$ cat src/rtl/conv_layer_ctrl_if.sv
// Handshake and memory-control bundle between the conv layer controller
// and the outside world (x stream, y stream, x/filter memories, accumulator).
interface conv_layer_ctrl_if #(
    parameter int N = 16,
    parameter int M = 4
);
    localparam int AW_X = $clog2(N);
    localparam int AW_F = $clog2(M);

    logic            s_valid_x;
    logic            s_ready_x;
    logic            m_valid_y;
    logic            m_ready_y;
    logic [AW_X-1:0] addr_x;
    logic            wr_en_x;
    logic [AW_F-1:0] addr_f;
    logic            en_acc;
    logic            clear_acc;

    modport master (
        input  s_valid_x,
        input  m_ready_y,
        output s_ready_x,
        output m_valid_y,
        output addr_x,
        output wr_en_x,
        output addr_f,
        output en_acc,
        output clear_acc
    );

    modport slave (
        output s_valid_x,
        output m_ready_y,
        input  s_ready_x,
        input  m_valid_y,
        input  addr_x,
        input  wr_en_x,
        input  addr_f,
        input  en_acc,
        input  clear_acc
    );
endinterface

$ cat src/rtl/conv_layer_ctrl.sv
// Sequencer for a 1-D valid convolution: loads N x values, then issues M taps
// per output and hands each finished accumulator value downstream.
//
// state   | meaning
// --------+-----------------------------------------------------------
// LOAD    | accept x values into x-memory, address = load count
// COMPUTE | issue one tap per cycle, addr_x = o+t, addr_f = t
// FLUSH   | one cycle for the last delayed en_acc to land
// OUT     | accumulator holds y; wait for downstream handshake
module conv_layer_ctrl #(
    parameter int N = 16,
    parameter int M = 4,
    parameter int T = 16
) (
    input  logic              clk,
    input  logic              reset,
    conv_layer_ctrl_if.master bus
);
    localparam int AW_X = $clog2(N);
    localparam int AW_F = $clog2(M);
    localparam int P    = N - M + 1;

    localparam logic [AW_X-1:0] LD_LAST = AW_X'(N - 1);
    localparam logic [AW_F-1:0] T_LAST  = AW_F'(M - 1);
    localparam logic [AW_X-1:0] O_LAST  = AW_X'(P - 1);

    if (N < 2 || M < 2 || M > N || T < 1) begin : g_param_check
        $error("conv_layer_ctrl: illegal parameter combination");
    end

    typedef enum logic [1:0] {
        LOAD    = 2'd0,
        COMPUTE = 2'd1,
        FLUSH   = 2'd2,
        OUT     = 2'd3
    } state_t;

    state_t          state;
    state_t          state_nxt;
    logic [AW_X-1:0] ld;
    logic [AW_X-1:0] ld_nxt;
    logic [AW_X-1:0] o;
    logic [AW_X-1:0] o_nxt;
    logic [AW_F-1:0] t;
    logic [AW_F-1:0] t_nxt;
    logic            issue;
    logic            en_q;
    logic            clr_q;

    logic            s_ready_c;
    logic            wr_en_c;
    logic            m_valid_c;
    logic [AW_X-1:0] addr_x_c;
    logic [AW_F-1:0] addr_f_c;

    always_ff @(posedge clk) begin
        if (reset) begin
            state <= LOAD;
            ld    <= '0;
            o     <= '0;
            t     <= '0;
            en_q  <= 1'b0;
            clr_q <= 1'b0;
        end else begin
            state <= state_nxt;
            ld    <= ld_nxt;
            o     <= o_nxt;
            t     <= t_nxt;
            // Memory reads take one cycle, so accumulator strobes trail the issue.
            en_q  <= issue;
            clr_q <= issue && (t == '0);
        end
    end

    always_comb begin
        state_nxt = state;
        ld_nxt    = ld;
        o_nxt     = o;
        t_nxt     = t;
        issue     = 1'b0;
        s_ready_c = 1'b0;
        wr_en_c   = 1'b0;
        m_valid_c = 1'b0;
        addr_x_c  = o + AW_X'(t);
        addr_f_c  = t;

        unique case (state)
            LOAD: begin
                s_ready_c = 1'b1;
                wr_en_c   = bus.s_valid_x;
                addr_x_c  = ld;
                addr_f_c  = '0;
                if (bus.s_valid_x) begin
                    if (ld == LD_LAST) begin
                        ld_nxt    = '0;
                        o_nxt     = '0;
                        t_nxt     = '0;
                        state_nxt = COMPUTE;
                    end else begin
                        ld_nxt = ld + 1'b1;
                    end
                end
            end
            COMPUTE: begin
                issue = 1'b1;
                if (t == T_LAST) begin
                    state_nxt = FLUSH;
                end else begin
                    t_nxt = t + 1'b1;
                end
            end
            FLUSH: begin
                state_nxt = OUT;
            end
            OUT: begin
                m_valid_c = 1'b1;
                if (bus.m_ready_y) begin
                    t_nxt = '0;
                    if (o == O_LAST) begin
                        o_nxt     = '0;
                        state_nxt = LOAD;
                    end else begin
                        o_nxt     = o + 1'b1;
                        state_nxt = COMPUTE;
                    end
                end
            end
            default: begin
                state_nxt = LOAD;
            end
        endcase
    end

    // Outputs are forced quiet during the reset cycle itself, not only after it.
    assign bus.s_ready_x = s_ready_c && !reset;
    assign bus.wr_en_x   = wr_en_c && !reset;
    assign bus.m_valid_y = m_valid_c && !reset;
    assign bus.addr_x    = reset ? '0 : addr_x_c;
    assign bus.addr_f    = reset ? '0 : addr_f_c;
    assign bus.en_acc    = en_q && !reset;
    assign bus.clear_acc = clr_q && en_q && !reset;
endmodule

$ cat src/flat_wrapper.sv
// flat-port wrapper written by rule: the top's interface ports become plain ports
module conv_layer_ctrl_flat 
#(
    parameter int N = 16,
    parameter int M = 4,
    parameter int T = 16
)
  (clk, reset, bus_s_valid_x, bus_m_ready_y, bus_s_ready_x, bus_m_valid_y, bus_addr_x, bus_wr_en_x, bus_addr_f, bus_en_acc, bus_clear_acc);
  conv_layer_ctrl_if #(.N(N), .M(M)) bus_i ();
  input  logic clk;
  input  logic reset;
  input wire logic [$bits(bus_i.s_valid_x)-1:0] bus_s_valid_x;
  input wire logic [$bits(bus_i.m_ready_y)-1:0] bus_m_ready_y;
  output wire logic [$bits(bus_i.s_ready_x)-1:0] bus_s_ready_x;
  output wire logic [$bits(bus_i.m_valid_y)-1:0] bus_m_valid_y;
  output wire logic [$bits(bus_i.addr_x)-1:0] bus_addr_x;
  output wire logic [$bits(bus_i.wr_en_x)-1:0] bus_wr_en_x;
  output wire logic [$bits(bus_i.addr_f)-1:0] bus_addr_f;
  output wire logic [$bits(bus_i.en_acc)-1:0] bus_en_acc;
  output wire logic [$bits(bus_i.clear_acc)-1:0] bus_clear_acc;
  assign bus_i.s_valid_x = bus_s_valid_x;
  assign bus_i.m_ready_y = bus_m_ready_y;
  assign bus_s_ready_x = bus_i.s_ready_x;
  assign bus_m_valid_y = bus_i.m_valid_y;
  assign bus_addr_x = bus_i.addr_x;
  assign bus_wr_en_x = bus_i.wr_en_x;
  assign bus_addr_f = bus_i.addr_f;
  assign bus_en_acc = bus_i.en_acc;
  assign bus_clear_acc = bus_i.clear_acc;
  conv_layer_ctrl #(.N(N), .M(M), .T(T)) u_core (.clk(clk), .reset(reset), .bus(bus_i));
endmodule
$ cat config.mk
export PLATFORM = sky130hd
export DESIGN_NAME = conv_layer_ctrl_flat
export DESIGN_NICKNAME = d
export VERILOG_FILES = /design/src/rtl/conv_layer_ctrl_if.sv /design/src/rtl/conv_layer_ctrl.sv /design/src/flat_wrapper.sv
export SDC_FILE = /design/constraint.sdc
export NUM_CORES = 1
export LEC_CHECK = 0
export BUFFER_PORTS_ARGS = -buffer_cell sky130_fd_sc_hd__buf_2
export CORE_MARGIN = 4
export CORE_UTILIZATION = 55
export CTS_CLUSTER_SIZE = 12
export DETAILED_ROUTE_END_ITERATION = 10
export PLACE_DENSITY = 0.8
export SYNTH_ARGS = -nofsm -noshare
export SYNTH_HDL_FRONTEND = slang
export SYNTH_SLANG_ARGS = --single-unit
$ cat constraint.sdc
create_clock -name clk -period 2.3 [get_ports clk]
set_input_delay 0.345 -clock clk [delete_from_list [all_inputs] [get_ports clk]]
set_output_delay 0.345 -clock clk [all_outputs]
set_load 0.005 [all_outputs]
Word level (Yosys, flattened, before mapping). Index checks and enable logic that the tools add are counted.

Bits in read-only memories: 0. RAM bits: 0. Register bits: 14. Bits in latches: 0. Bits of input ports: 4. Memories kept: 0.

Multipliers: 0. Reduce and logical (&&, ||, !) cells: 16. Mux-type cells: 25. Divide/modulo/power cells: 0. Shift-type cells: 0. Add/subtract/negate cells: 4. Bitwise operators: 0. Equality and inequality tests: 11. Magnitude comparators: 0.

Operators by type and width (number): $mux W4 (7); $mux W2 (10); $add A4 B1 Y4 const B (2); $eq A4 B4 Y1 const B (2); $pmux W2 S4 (1); $pmux W4 S2 (1); $reduce_and A4 Y1 (2); $logic_and A1 B1 Y1 (7); $eq A2 B2 Y1 const B (3); $ne A2 B2 Y1 const B (3); $pmux W2 S3 (1); $mux W1 (5); $reduce_and A5 Y1 (1); $add A4 B2 Y4 (1); $logic_not A2 Y1 (2); $ne A2 B1 Y1 const B (2); $reduce_bool A3 Y1 (1); $add A2 B1 Y2 const B (1); $eq A2 B1 Y1 const B (1); $reduce_and A2 Y1 (1); $reduce_bool A2 Y1 (1); $logic_not A1 Y1 (1).

Longest topological paths before layout.
Word-level depth: 4. Mapped depth: 7. Gate-level depth less buffers: 7.

Worst setup path after synthesis. Ideal clock, no wire load.

Path kind: reg-to-output. Start: register u_core.o[0]. End: output bus_addr_x[2]. Data required time: 1.955 ns. Arrival: 1.398 ns. Setup slack: 0.557 ns. Stages on the path, launching flop included: 8. Path buffers: 0. Cells stage by stage: dfxtp_1 ha_1 inv_1 fa_1 xor2_1 nor2_1 a21oi_1 nor2_1.

Cells in the longest elaborated chain, start to end: 3.

Ends and longest elaborated chain: from (decl) (RTL line conv_layer_ctrl.sv:42) `logic [AW_X-1:0] o;`; from (signal assigned) (RTL line conv_layer_ctrl.sv:67) `o <= o_nxt;`; $add A4 B2 Y4 (RTL line conv_layer_ctrl.sv:84) `addr_x_c = o + AW_X'(t);`; $mux W4 (RTL line conv_layer_ctrl.sv:87) `unique case (state)`; $mux W4 (RTL line conv_layer_ctrl.sv:138) `assign bus.addr_x = reset ? '0 : addr_x_c;`; to (decl) (RTL line flat_wrapper.sv:16) `output wire logic [$bits(bus_i.addr_x)-1:0] bus_addr_x;`.

Every way passes these cells.

Worst setup path in the final report.
Start: register u_core.t[0]. End: output bus_addr_x[2].

Cells in the longest elaborated chain, start to end: 3.

Ends and longest elaborated chain: from (decl) (RTL line conv_layer_ctrl.sv:44) `logic [AW_F-1:0] t;`; from (signal assigned) (RTL line conv_layer_ctrl.sv:68) `t <= t_nxt;`; $add A4 B2 Y4 (RTL line conv_layer_ctrl.sv:84); $mux W4 (RTL line conv_layer_ctrl.sv:87); $mux W4 (RTL line conv_layer_ctrl.sv:138).

Every way passes these cells.

==> flow_metrics.env <==
export IMPL_outcome="complete, no violations"
export IMPL_slew_headroom=0.645
export IMPL_ys_seq_elements=14
export IMPL_synth_area_um2=967
export IMPL_ctsHoldBuffers=0
export IMPL_finish_utilization=0.693
export IMPL_clock_skew_ps=4.77
export IMPL_htree_levels=1
export IMPL_grt_overflow=0
export IMPL_yosysSeqAreaShare=0.290
export IMPL_synth_avg_cell_area_um2=8.27
export IMPL_fin_tns_setup_ps=0
export IMPL_drt_total_wl_um=1990
export IMPL_dieArea_um2=2490
export IMPL_hpwl_um=1430
export IMPL_fin_cells=148
export IMPL_yosysTopAreaCell="dfxtp_1"
export IMPL_fillCellCount=143
export IMPL_ir_drop_mv=0.334
export IMPL_whs_path_depth=3
export IMPL_synthArstFlopShare=0
export IMPL_yosysMostFrequentCell="dfxtp_1"
export IMPL_num_antenna_cells=0
export IMPL_ioPinCount=15
export IMPL_hold_start="bus_s_valid_x"
export IMPL_synth_top_area_share=0.290
export IMPL_dp_cells=143
export IMPL_cp_max_fo=4
export IMPL_fin_nets=149
export IMPL_rsz0062_at_grt="false"
export IMPL_hp_class="in2reg"
export IMPL_synth_area_leaders="dfxtp_1 29%, ha_1 14%, nor2b_1 5.2%, nor2_1 5.0%, a21oi_1 4.1%"
export IMPL_rr_startpoint="u_core.state[0]"
export IMPL_synthTopCellsByCount="14 x dfxtp_1, 13 x nor2_1, 11 x ha_1"
export IMPL_place_congestion=0.835
export IMPL_clock_root_buffer="clkbuf_4"
export IMPL_cap_violations=0
export IMPL_design_area_um2=1090
export IMPL_grt_usage=0.170
export IMPL_critical_path_class="reg2out"
export IMPL_cts_tree="done"
export IMPL_clock_sinks=14
export IMPL_drive_gt1_frac=0.205
export IMPL_drt_pass1_iterations=4
export IMPL_critical_path_arrival_ps=1800
export IMPL_yosysWarningCount=0
export IMPL_synth_ff_type="dfxtp_1"
export IMPL_syn_to_final_growth_pct=12.9
export IMPL_rows=14
export IMPL_grt_pass1_vias=778
export IMPL_die_h_um=49.9
export IMPL_antenna_found_initial=0
export IMPL_vias=861
export IMPL_die_w_um=49.9
export IMPL_place_area_um2=1040
export IMPL_worstSkewPairLatency_ps=280
export IMPL_r2r_slack_ps=340
export IMPL_worst_slack_ps=150
export IMPL_cts_inserted_buffers=3
export IMPL_p_total_mw=0.453
export IMPL_multiInputGateArea_um2=633
export IMPL_worst_pin_slew_ps=532
export IMPL_worstReg2RegEnd="u_core.o[0]"
export IMPL_port_buffers=14
export IMPL_synth_nets=133
export IMPL_start_kind="flop"
export IMPL_drt_iter0_markers=12
export IMPL_pre_cts_slack_ps=375
export IMPL_critPathRequiredTime_ps=1960
export IMPL_setup_viol=0
export IMPL_cts_clk_slew_worst_paths_ps=90
export IMPL_clock_fmax_ghz=0.465
export IMPL_synth_edff_count=0
export IMPL_fin_crit_sh=0.935
export IMPL_grt_max_degree=27
export IMPL_synth_cell_types=35
export IMPL_worst_setup_path_end_kind="output port"
export IMPL_synth_cells=117
export IMPL_core_area_um2=1580
export IMPL_finalHoldViolCount=0
export IMPL_powerDensity_nw_per_um2=415
export IMPL_fin_crit_ps=2150
export IMPL_regArea_um2=288
export IMPL_wl_per_cell_um=13.4
export IMPL_vias_per_cell=5.82
export IMPL_hold_path_end="u_core.ld[1]"
export IMPL_start_util=0.613
export IMPL_drtAntennaViolNets=0
export IMPL_drc=0
export IMPL_grt_first_pass_wirelength_um=3280
export IMPL_leakage_nw=0.465
export IMPL_maxSlewViolCount=0
export IMPL_reg2reg_depth=6
export IMPL_whs_ps=371
export IMPL_cts_buffer_depth=2
[worst max path at each step]
stage | startpoint | to | cells after the start
2_1_floorplan | u_core.o[0] | bus_addr_x[2] | 7
3_3_place_gp | u_core.state[0] | u_core.o[0] | 6
3_5_place_dp | u_core.state[1] | u_core.o[0] | 6
4_1_cts | u_core.o[0] | bus_addr_x[2] | 8
5_1_grt | u_core.t[0] | bus_addr_x[2] | 8
6_report | u_core.t[0] | bus_addr_x[2] | 8
[layout make-up]
type	count	area share
inverters	8	0.0275
clock buffers	4	0.0332
flip-flops and latches	14	0.263
repair buffers	16	0.0779
well taps	16	0.0183
multi-input cells	90	0.580
[worst max-delay path, stage by stage, from the launching register on]
cell and delay, ps:
dfxtp_4 380, ha_2 170, inv_1 60, fa_1 420, xor2_1 150, nor2_1 50, a21oi_1 110, nor2_1 50
buf_2 140
[layer usage]
| metal | vias to the layer above | global-route usage | wire length [um] |
|---|---|---|---|
| met5 | - | 0 | 0 |
| met4 | 0 | 0.0691 | 14 |
| met3 | 2 | 0.0361 | 60 |
| met2 | 11 | 0.291 | 992 |
| met1 | 409 | 0.205 | 923 |
| li1 | 439 | - | - |
[where the power goes]
group / total [mW] / switching [mW] / internal, mW
Combinational: 0.0272 / 0.0169 / 0.0103
Sequential: 0.247 / 0.00435 / 0.243
Clock: 0.179 / 0.0824 / 0.0962
Total: 0.453 / 0.104 / 0.349
[timing repair]
action / 4_1_cts / 5_1_grt
setup endpoints to repair: 0 / 1
endpoints found under the hold margin: 0 / 0
setup buffers: 0 / 1
resized for setup: 0 / 5
[cell usage in the layout (no fill, tap or decap), types with 3 or more instances in the layout]
master,instances
buf_2,14
a21oi_1,8
nor3_1,4
clkbuf_4,3
nand2_1,8
dfxtp_1,12
inv_1,8
ha_1,10
nor2_1,13
nor2b_1,8
nand3_1,6
[kinds of logic (layout without fill, tap and decap cells)]
logic type	after synthesis	after routing	synth area share
mux	2	2	0.0207
simple gates	48	48	0.251
compound gates	25	25	0.190
buf+inv	13	28	0.0582
xor+xnor	3	3	0.0272
fa+ha+maj	12	12	0.163
flops	14	14	0.290
[state kept, by name, indices dropped and copies added, names as in the netlist]
| signal | count |
|---|---|
| u_core.ld | 4 |
| u_core.clr_q | 1 |
| u_core.state | 2 |
| u_core.t | 2 |
| u_core.o | 4 |
| u_core.en_q | 1 |
(Power assumes the default switching activity.)
